--- src/rtl/mem_wait_ctrl_if.sv ---
// mem_wait_ctrl_if
//   Groups the core-side instruction/data ports and the memory-macro port of
//   the wait-state controller into one bundle.
//   slave  : controller view (requests in, stalls/read data/memory strobes out)
//   master : environment view (core + memory macro), directions reversed
interface mem_wait_ctrl_if;
  // instruction fetch port
  logic        imem_req;
  logic [31:0] imem_addr;
  logic [31:0] imem_rdata;
  logic        imem_wait;
  // data port
  logic        dmem_req;
  logic        dmem_we;
  logic [31:0] dmem_addr;
  logic [31:0] dmem_wdata;
  logic [31:0] dmem_rdata;
  logic        dmem_wait;
  // shared memory macro port
  logic        mem_en;
  logic        mem_we;
  logic [31:0] mem_addr;
  logic [31:0] mem_wdata;
  logic [31:0] mem_rdata;

  modport slave (
    input  imem_req, imem_addr, dmem_req, dmem_we, dmem_addr, dmem_wdata, mem_rdata,
    output imem_rdata, imem_wait, dmem_rdata, dmem_wait,
    output mem_en, mem_we, mem_addr, mem_wdata
  );

  modport master (
    output imem_req, imem_addr, dmem_req, dmem_we, dmem_addr, dmem_wdata, mem_rdata,
    input  imem_rdata, imem_wait, dmem_rdata, dmem_wait,
    input  mem_en, mem_we, mem_addr, mem_wdata
  );
endinterface

--- src/rtl/mem_wait_ctrl.sv ---
// mem_wait_ctrl
//   Wait-state generator and arbiter between the core's instruction and data
//   ports and one shared single-port memory. Each access is stalled for a
//   fixed number of wait cycles (IMEM_WS / DMEM_WS, 0..15) and then completes
//   with a single mem_en strobe. Data accesses win over fetches when both are
//   requested from idle.
// Ports
//   clk       : system clock, rising edge
//   rst       : asynchronous reset, active low
//   bus       : mem_wait_ctrl_if.slave (imem_*, dmem_*, mem_* signals)
//   stall_cnt : cycles in which either wait output was high, saturating
module mem_wait_ctrl #(
  parameter int unsigned IMEM_WS = 1,
  parameter int unsigned DMEM_WS = 2
) (
  input  logic                  clk,
  input  logic                  rst,
  mem_wait_ctrl_if.slave        bus,
  output logic [15:0]           stall_cnt
);

  localparam logic [3:0] IWS = 4'(IMEM_WS);
  localparam logic [3:0] DWS = 4'(DMEM_WS);

  typedef enum logic [1:0] {
    IDLE  = 2'd0,
    DBUSY = 2'd1,
    IBUSY = 2'd2
  } state_t;

  state_t     state;
  state_t     state_next;
  logic [3:0] cnt;
  logic [3:0] cnt_next;
  logic       own_d;      // data port owns the memory this cycle
  logic       own_i;      // instruction port owns the memory this cycle
  logic       done;       // completion cycle of the owning access
  logic       imem_wait;
  logic       dmem_wait;

  always_ff @(posedge clk or negedge rst) begin
    if (!rst) begin
      state <= IDLE;
      cnt   <= 4'd0;
    end else begin
      state <= state_next;
      cnt   <= cnt_next;
    end
  end

  always_comb begin
    state_next = state;
    cnt_next   = cnt;
    own_d      = 1'b0;
    own_i      = 1'b0;
    done       = 1'b0;
    case (state)
      IDLE: begin
        if (bus.dmem_req) begin
          own_d = 1'b1;
          if (DWS == 4'd0) begin
            done = 1'b1;
          end else begin
            // this cycle is the first wait cycle, so DWS-1 remain
            cnt_next   = DWS - 4'd1;
            state_next = DBUSY;
          end
        end else if (bus.imem_req) begin
          own_i = 1'b1;
          if (IWS == 4'd0) begin
            done = 1'b1;
          end else begin
            cnt_next   = IWS - 4'd1;
            state_next = IBUSY;
          end
        end
      end
      DBUSY: begin
        own_d = 1'b1;
        if (!bus.dmem_req) begin
          // requester withdrew: drop the access without touching memory
          cnt_next   = 4'd0;
          state_next = IDLE;
        end else if (cnt == 4'd0) begin
          done       = 1'b1;
          state_next = IDLE;
        end else begin
          cnt_next = cnt - 4'd1;
        end
      end
      IBUSY: begin
        own_i = 1'b1;
        if (!bus.imem_req) begin
          cnt_next   = 4'd0;
          state_next = IDLE;
        end else if (cnt == 4'd0) begin
          done       = 1'b1;
          state_next = IDLE;
        end else begin
          cnt_next = cnt - 4'd1;
        end
      end
      default: begin
        cnt_next   = 4'd0;
        state_next = IDLE;
      end
    endcase
  end

  // A port stalls whenever it requests and is not the one completing now,
  // which also covers waiting behind the other port's access.
  assign imem_wait = bus.imem_req & ~(done & own_i);
  assign dmem_wait = bus.dmem_req & ~(done & own_d);

  assign bus.imem_wait  = imem_wait;
  assign bus.dmem_wait  = dmem_wait;
  assign bus.mem_en     = done;
  assign bus.mem_we     = done & own_d & bus.dmem_we;
  assign bus.mem_addr   = own_d ? bus.dmem_addr  :
                          own_i ? bus.imem_addr  : 32'd0;
  assign bus.mem_wdata  = own_d ? bus.dmem_wdata : 32'd0;
  assign bus.imem_rdata = (done & own_i) ? bus.mem_rdata : 32'd0;
  assign bus.dmem_rdata = (done & own_d) ? bus.mem_rdata : 32'd0;

  always_ff @(posedge clk or negedge rst) begin
    if (!rst) begin
      stall_cnt <= 16'd0;
    end else if ((imem_wait | dmem_wait) && (stall_cnt != 16'hFFFF)) begin
      stall_cnt <= stall_cnt + 16'd1;
    end
  end

endmodule
--- src/flat_wrapper.sv ---
// flat-port wrapper written by rule: the top's interface ports become plain ports
module mem_wait_ctrl_flat 
#(
  parameter int unsigned IMEM_WS = 1,
  parameter int unsigned DMEM_WS = 2
)
  (clk, rst, stall_cnt, bus_imem_req, bus_imem_addr, bus_dmem_req, bus_dmem_we, bus_dmem_addr, bus_dmem_wdata, bus_mem_rdata, bus_imem_rdata, bus_imem_wait, bus_dmem_rdata, bus_dmem_wait, bus_mem_en, bus_mem_we, bus_mem_addr, bus_mem_wdata);
  mem_wait_ctrl_if bus_i ();
  input  logic clk;
  input  logic rst;
  output logic [15:0] stall_cnt;
  input wire logic [$bits(bus_i.imem_req)-1:0] bus_imem_req;
  input wire logic [$bits(bus_i.imem_addr)-1:0] bus_imem_addr;
  input wire logic [$bits(bus_i.dmem_req)-1:0] bus_dmem_req;
  input wire logic [$bits(bus_i.dmem_we)-1:0] bus_dmem_we;
  input wire logic [$bits(bus_i.dmem_addr)-1:0] bus_dmem_addr;
  input wire logic [$bits(bus_i.dmem_wdata)-1:0] bus_dmem_wdata;
  input wire logic [$bits(bus_i.mem_rdata)-1:0] bus_mem_rdata;
  output wire logic [$bits(bus_i.imem_rdata)-1:0] bus_imem_rdata;
  output wire logic [$bits(bus_i.imem_wait)-1:0] bus_imem_wait;
  output wire logic [$bits(bus_i.dmem_rdata)-1:0] bus_dmem_rdata;
  output wire logic [$bits(bus_i.dmem_wait)-1:0] bus_dmem_wait;
  output wire logic [$bits(bus_i.mem_en)-1:0] bus_mem_en;
  output wire logic [$bits(bus_i.mem_we)-1:0] bus_mem_we;
  output wire logic [$bits(bus_i.mem_addr)-1:0] bus_mem_addr;
  output wire logic [$bits(bus_i.mem_wdata)-1:0] bus_mem_wdata;
  assign bus_i.imem_req = bus_imem_req;
  assign bus_i.imem_addr = bus_imem_addr;
  assign bus_i.dmem_req = bus_dmem_req;
  assign bus_i.dmem_we = bus_dmem_we;
  assign bus_i.dmem_addr = bus_dmem_addr;
  assign bus_i.dmem_wdata = bus_dmem_wdata;
  assign bus_i.mem_rdata = bus_mem_rdata;
  assign bus_imem_rdata = bus_i.imem_rdata;
  assign bus_imem_wait = bus_i.imem_wait;
  assign bus_dmem_rdata = bus_i.dmem_rdata;
  assign bus_dmem_wait = bus_i.dmem_wait;
  assign bus_mem_en = bus_i.mem_en;
  assign bus_mem_we = bus_i.mem_we;
  assign bus_mem_addr = bus_i.mem_addr;
  assign bus_mem_wdata = bus_i.mem_wdata;
  mem_wait_ctrl #(.IMEM_WS(IMEM_WS), .DMEM_WS(DMEM_WS)) u_core (.clk(clk), .rst(rst), .bus(bus_i), .stall_cnt(stall_cnt));
endmodule
--- config.mk ---
export PLATFORM = sky130hd
export DESIGN_NAME = mem_wait_ctrl_flat
export DESIGN_NICKNAME = d
export VERILOG_FILES = /design/src/rtl/mem_wait_ctrl_if.sv /design/src/rtl/mem_wait_ctrl.sv /design/src/flat_wrapper.sv
export SDC_FILE = /design/constraint.sdc
export NUM_CORES = 1
export LEC_CHECK = 0
export BUFFER_PORTS_ARGS = -buffer_cell sky130_fd_sc_hd__buf_2
export CAP_MARGIN = 10
export CORE_AREA = 2 2 109 111
export DETAILED_ROUTE_END_ITERATION = 8
export DIE_AREA = 0 0 111 113
export HOLD_SLACK_MARGIN = 0.02
export PLACE_DENSITY = 0.57
export RECOVER_POWER = 50
export SYNTH_ARGS = -nofsm -noshare
export SYNTH_HDL_FRONTEND = slang
export SYNTH_SLANG_ARGS = --single-unit
--- constraint.sdc ---
create_clock -name clk -period 2.4 [get_ports clk]
set_input_delay 0.48 -clock clk [delete_from_list [all_inputs] [get_ports clk]]
set_output_delay 0.48 -clock clk [all_outputs]
set_load 0.005 [all_outputs]
== Yosys cells after proc, flatten, opt, wreduce, memory -nomap -nowiden ==
Cells that the tools add are included.
W data, S select, Z words.
Operators by class
  add/sub/neg operators: 2
  equal/unequal tests: 4
  mux-type cells: 26
  bitwise logic cells: 8
  reductions and logical operators: 3
Operators with widths (count)
  $mux W32: 5
  $mux W4: 5
  $add A16 B1 Y16 const B: 1
  $ne A16 B16 Y1 const B: 1
  $pmux W4 S3: 1
  $mux W2: 5
  $mux W1: 6
  $pmux W1 S2: 3
  $pmux W2 S3: 1
  $and A1 B1 Y1: 5
  $logic_not A4 Y1: 1
  $sub A4 B1 Y4 const B: 1
  $ne A3 B3 Y1 const B: 1
  $eq A2 B1 Y1 const B: 1
  $eq A2 B2 Y1 const B: 1
  $logic_not A2 Y1: 1
  $not A1 Y1: 2
  $logic_and A1 B1 Y1: 1
  $or A1 B1 Y1: 1
Storage, ports and cells
  bits in registers: 22
  bits of input ports: 133
  output and inout port bits: 148

== Logic depth before layout (Yosys ltp) ==
  depth after elaboration: 9
  mapped depth: 8
  mapped depth without buffers: 7

== Worst setup path after synthesis ==
Ideal clock, no wire load.
  path type: register to output
  from: register u_core.state[0]
  to: output bus_mem_addr[10]
  arrival time: 1724 ps
  required time: 1920 ps
  setup slack: 196 ps
  cell stages (with the launch flop): 8
  path through: dfrtp_1 inv_1 ha_1 a21o_1 clkbuf_1 nor2_1 clkbuf_1 a22o_1
On the way
  cells in the longest elaborated chain, start to end: 4
RTL lines
  start: declaration: line mem_wait_ctrl.sv:31  | state_t state;
  start signal: assignment: line mem_wait_ctrl.sv:46  | state <= state_next;
  $eq A2 B2 Y1 or $logic_not A2 Y1 (tied branches): line mem_wait_ctrl.sv:57  | case (state)
  $pmux W1 S2: line mem_wait_ctrl.sv:57
  $mux W32: line mem_wait_ctrl.sv:120  | own_i ? bus.imem_addr : 32'd0;
  $mux W32 *: line mem_wait_ctrl.sv:119  | assign bus.mem_addr = own_d ? bus.dmem_addr :
  end: declaration: line flat_wrapper.sv:25  | output wire logic [$bits(bus_i.mem_addr)-1:0] bus_mem_addr;
Every way passes the cells marked *; elsewhere a longest branch is shown, timed or not.

== Final worst setup path ==
  from: register u_core.state[1]
  to: output bus_dmem_rdata[29]
On the way
  cells in the longest elaborated chain, start to end: 4
RTL lines
  $eq A2 B2 Y1 (tied with other cells): line mem_wait_ctrl.sv:57
  $pmux W1 S2: line mem_wait_ctrl.sv:57
  $and A1 B1 Y1 *: line mem_wait_ctrl.sv:123  | assign bus.dmem_rdata = (done & own_d) ? bus.mem_rdata : 32'd0;
  $mux W32 *: line mem_wait_ctrl.sv:123
  end: declaration: line flat_wrapper.sv:21  | output wire logic [$bits(bus_i.dmem_rdata)-1:0] bus_dmem_rdata;
Marks and branches as above.

==> summary.md <==
| Metric | Value |
|---|---|
| Post-synthesis sequential element count | `22` |
| Placement Setup Slack | `0.145 ns` |
| Remaining number of nets flagged by the antenna check after routing | `0` |
| Cells after Synth | `283` |
| Overall overflow remaining after global route | `0` |
| Reg-to-reg endpoint | `u_core.stall_cnt[1]$_DFFE_PN0P_` |
| Minimum period implied by the final worst setup slack | `2.34 ns` |
| Sequential area share after synthesis | `24.2%` |
| Global router's overall resource usage | `15.7%` |
| Count of flip-flops with a built-in enable after synthesis | `0` |
| CTS Root Buffer Type | `sky130_fd_sc_hd__clkbuf_16` |
| Y dimension of the die | `113 um` |
| Final Instance Count excl. Fillers | `701` |
| Routability congestion estimate from global placement | `0.899` |
| Avg Cell Area, Syn | `8.04 um2` |
| Slowest cell on the critical path | `sky130_fd_sc_hd__dfrtp_1` |
| Dominant delay contributor by cell family on the critical path | `buffers and inverters` |
| Most frequent cells in the layout | `sky130_fd_sc_hd__buf_2 (275), sky130_fd_sc_hd__and2_1 (65), sky130_fd_sc_hd__and3_1 (35)` |
| Pint | `1.99 mW` |
| Logic pwr share | `72.5%` |
| Post-route clock period utilization | `97.5%` |
| Horiz. Die Dim | `111 um` |
| Worst Path Buf+Inv | `4` |
| Via density per instance | `4.68` |
| Area of the core | `0.0113 mm2` |
| Most frequent standard cell in the layout excluding fill and tap cells | `sky130_fd_sc_hd__buf_2` |
| Cell count after placement | `689` |
| Cts-stage hold buffer count | `0` |
| Fraction of registers with async set or reset after synthesis | `100%` |
| Yosys warning total | `0` |
| Total Nets Final | `699` |
| Worst Max-Slew Pin Slew | `1.21 ns` |
| Utilization after layout | `36.5%` |
| Total DRC errors in the routed layout | `0` |
| RSZ-0062 raised after global routing | `yes` |
| Total power per unit cell area | `841 mW/mm2` |
| Total clock sinks | `22` |
| CTS tree | `built` |
| Mapped Area | `0.00228 mm2` |
| Headroom to the max-slew limit | `19.1%` |
| Peak Freq | `427 MHz` |
| Number of max-slew violations in the final report | `0` |
| Final hold vios | `0` |
| Number of maximum-capacitance constraint violations | `0` |
| Clock Tree Buf Depth | `2` |
| Highest net fanout along the worst path | `17` |
| Final count of negative-setup-slack endpoints | `0` |
| Final HPWL from detailed placement | `8.70 mm` |
| Clock buffers created by TritonCTS | `3` |
| Worst EP arrival | `1.86 ns` |
| Number of antenna violations at the first check in global routing | `0` |
| Number of ports placed on the die boundary | `281` |
| Category of the worst setup path capture point | `output port` |
| Reg-to-reg slack, setup | `0.13 ns` |
| Cell breakdown of the critical path | `inv_2 -> ha_4 -> nand4bb_4 -> a21oi_4 -> buf_12 -> buf_12 -> and3_1 -> buf_2` |
| Most area-hungry cell type in the Yosys netlist | `sky130_fd_sc_hd__dfrtp_1` |
| Area growth from synthesis to final layout | `81.0%` |
| Library cells used by synthesis | `36` |
| Clock Latency Late Sink | `0.25 ns` |
| Crit path setup slack, layout | `0.0607 ns` |
| Leakage power figure | `2.50 nW` |
| Worst setup startpoint | `u_core.state[1]$_DFFE_PN0P_` |
| Full die area | `0.0125 mm2` |
| Max VDD drop | `0.350 mV` |
| Drt first-iter violations | `130` |
| Share of power burned in the clock network | `11.1%` |
| Share of power burned in registers | `16.4%` |
| Startpoint type of the worst setup path | `register` |
| Rows | `39` |
| H-tree depth | `1` |
| Setup skew after layout | `0.00295 ns` |
| Number of optimization iterations in the first detailed-route pass | `4` |
| Origin of the critical flop-to-flop path | `u_core.state[0]$_DFFE_PN0P_` |
| Critical path type | `reg -> out` |
| Share of final-layout standard cells stronger than drive strength 1 | `56.3%` |
| Net count after synthesis | `423` |
| Crit path largest cell delay | `0.38 ns` |
| Cell types with the largest area share after synthesis | `sky130_fd_sc_hd__dfrtp_1 (24%), sky130_fd_sc_hd__and2_1 (18%), sky130_fd_sc_hd__a22o_1 (13%)` |
| Number of gates on the worst path with buffers counted | `8` |
| Proportion of netlist area held by the largest area contributor | `24.2%` |
| Final-layout worst hold slack | `0.461 ns` |
| Crit-path most repeated cell | `sky130_fd_sc_hd__buf_12` |
| Wire length of the first global-routing pass | `16.1 mm` |
| Routed wire per std cell | `15.6 um` |
| Overall routed net length | `10.9 mm` |
| Power dissipated by switching net loads | `1.47 mW` |
| Predominant post-synthesis flop cell | `sky130_fd_sc_hd__dfrtp_1` |
| Data required time at the worst endpoint | `1.92 ns` |
| Clock-pin slew on the worst setup and hold paths | `0.06 ns` |
| # port buffers | `280` |
| Pin count of the biggest net entering global routing | `44` |
| Antenna diode instance count | `0` |
| Summed negative setup slack over all endpoints | `0 ns` |
| Worst-case reg-to-reg path depth | `7` |
| Status | `finished clean` |
| Switch share | `42.5%` |
| Initial core utilization | `20.2%` |
| Vias in the first global route | `3,097` |
| Type of the tightest min-delay check | `in -> async` |
| Vias | `3,279` |
-- power by group through the flow --
stage                     clock, mW  sequential, mW  combinational (mW)
final                         0.385           0.569                2.51
after global routing          0.407           0.587                2.76
after CTS                     0.402           0.566                2.48
after detailed placement          0           0.576                2.19
after global placement            0           0.570                2.16
after floorplan                   0           0.563                1.21
-- cell usage after synthesis, types with 2 or more instances --
library cell               instances
sky130_fd_sc_hd__o21ai_0           7
sky130_fd_sc_hd__nand3_1           6
sky130_fd_sc_hd__ha_1              7
sky130_fd_sc_hd__a21oi_1           2
sky130_fd_sc_hd__buf_6             2
sky130_fd_sc_hd__xor2_1            6
sky130_fd_sc_hd__inv_1             8
sky130_fd_sc_hd__and4_1            4
sky130_fd_sc_hd__xnor2_1           8
sky130_fd_sc_hd__a22o_1           33
sky130_fd_sc_hd__nor3_2            2
sky130_fd_sc_hd__nor2_1           10
sky130_fd_sc_hd__nand2_1          18
sky130_fd_sc_hd__and3_1           36
sky130_fd_sc_hd__dfrtp_1          22
sky130_fd_sc_hd__clkbuf_1         21
sky130_fd_sc_hd__and2_1           65
sky130_fd_sc_hd__nand4_1           8
-- metal layers --
layer | vias to the layer above | global-route usage [%] | wire length [um]
li1 | 1544 | - | -
met1 | 1547 | 19.3 | 4260
met2 | 182 | 28.5 | 5580
met3 | 6 | 4.28 | 1040
met4 | 0 | 1.58 | 43
met5 | - | 0 | 0
-- registers in the layout (all words and copies together) (netlist names) --
signal	cells
u_core.stall_cnt	16
u_core.state	2
u_core.cnt	4
-- final cells by class --
type | count | area, um2
clock buffers | 4 | 88.8
multi-input cells | 230 | 1660
flip-flops and latches | 22 | 551
fillers | 1173 | 7150
well taps | 143 | 179
inverters | 8 | 30.0
repair buffers | 294 | 1610
-- logic make-up after synthesis --
family          Yosys count  share of synthesized area [%]
compound gates           47                           16.4
simple gates            160                           43.4
buf+inv                  31                           5.77
flops                    22                           24.2
fa+ha+maj                 7                           3.85
xor+xnor                 14                           5.39
mux                       2                          0.989
-- per-stage QoR --
stage,total power [mW],instance area (um2)
floorplan,1.77,2280
CTS,3.45,4070
global route,3.75,4120
finish,3.46,4120
detailed placement,2.77,3860
global placement,2.73,3860
-- worst max-delay path by stage --
stage                                            endpoint
after global routing                   bus_dmem_rdata[31]
after global placement    u_core.stall_cnt[1]$_DFFE_PN0P_
after floorplan                          bus_mem_addr[10]
after detailed placement  u_core.stall_cnt[1]$_DFFE_PN0P_
final                                  bus_dmem_rdata[29]
after CTS                              bus_dmem_rdata[29]
-- worst register-to-register path: cells and delay by family, from the launching register on --
kind          cells  cell delay [ns]
fa+ha+maj         1             0.22
buf+inv           2             0.27
flops             1             0.39
simple gates      3             0.90
mux               1             0.38
-- repair_timing --
item	CTS	global route
cloned	2	0
endpoints found under the setup margin	61	115
setup buffers	4	2
pin swaps	0	4
resized for setup	7	10
Power figures use the tool's default switching activity.
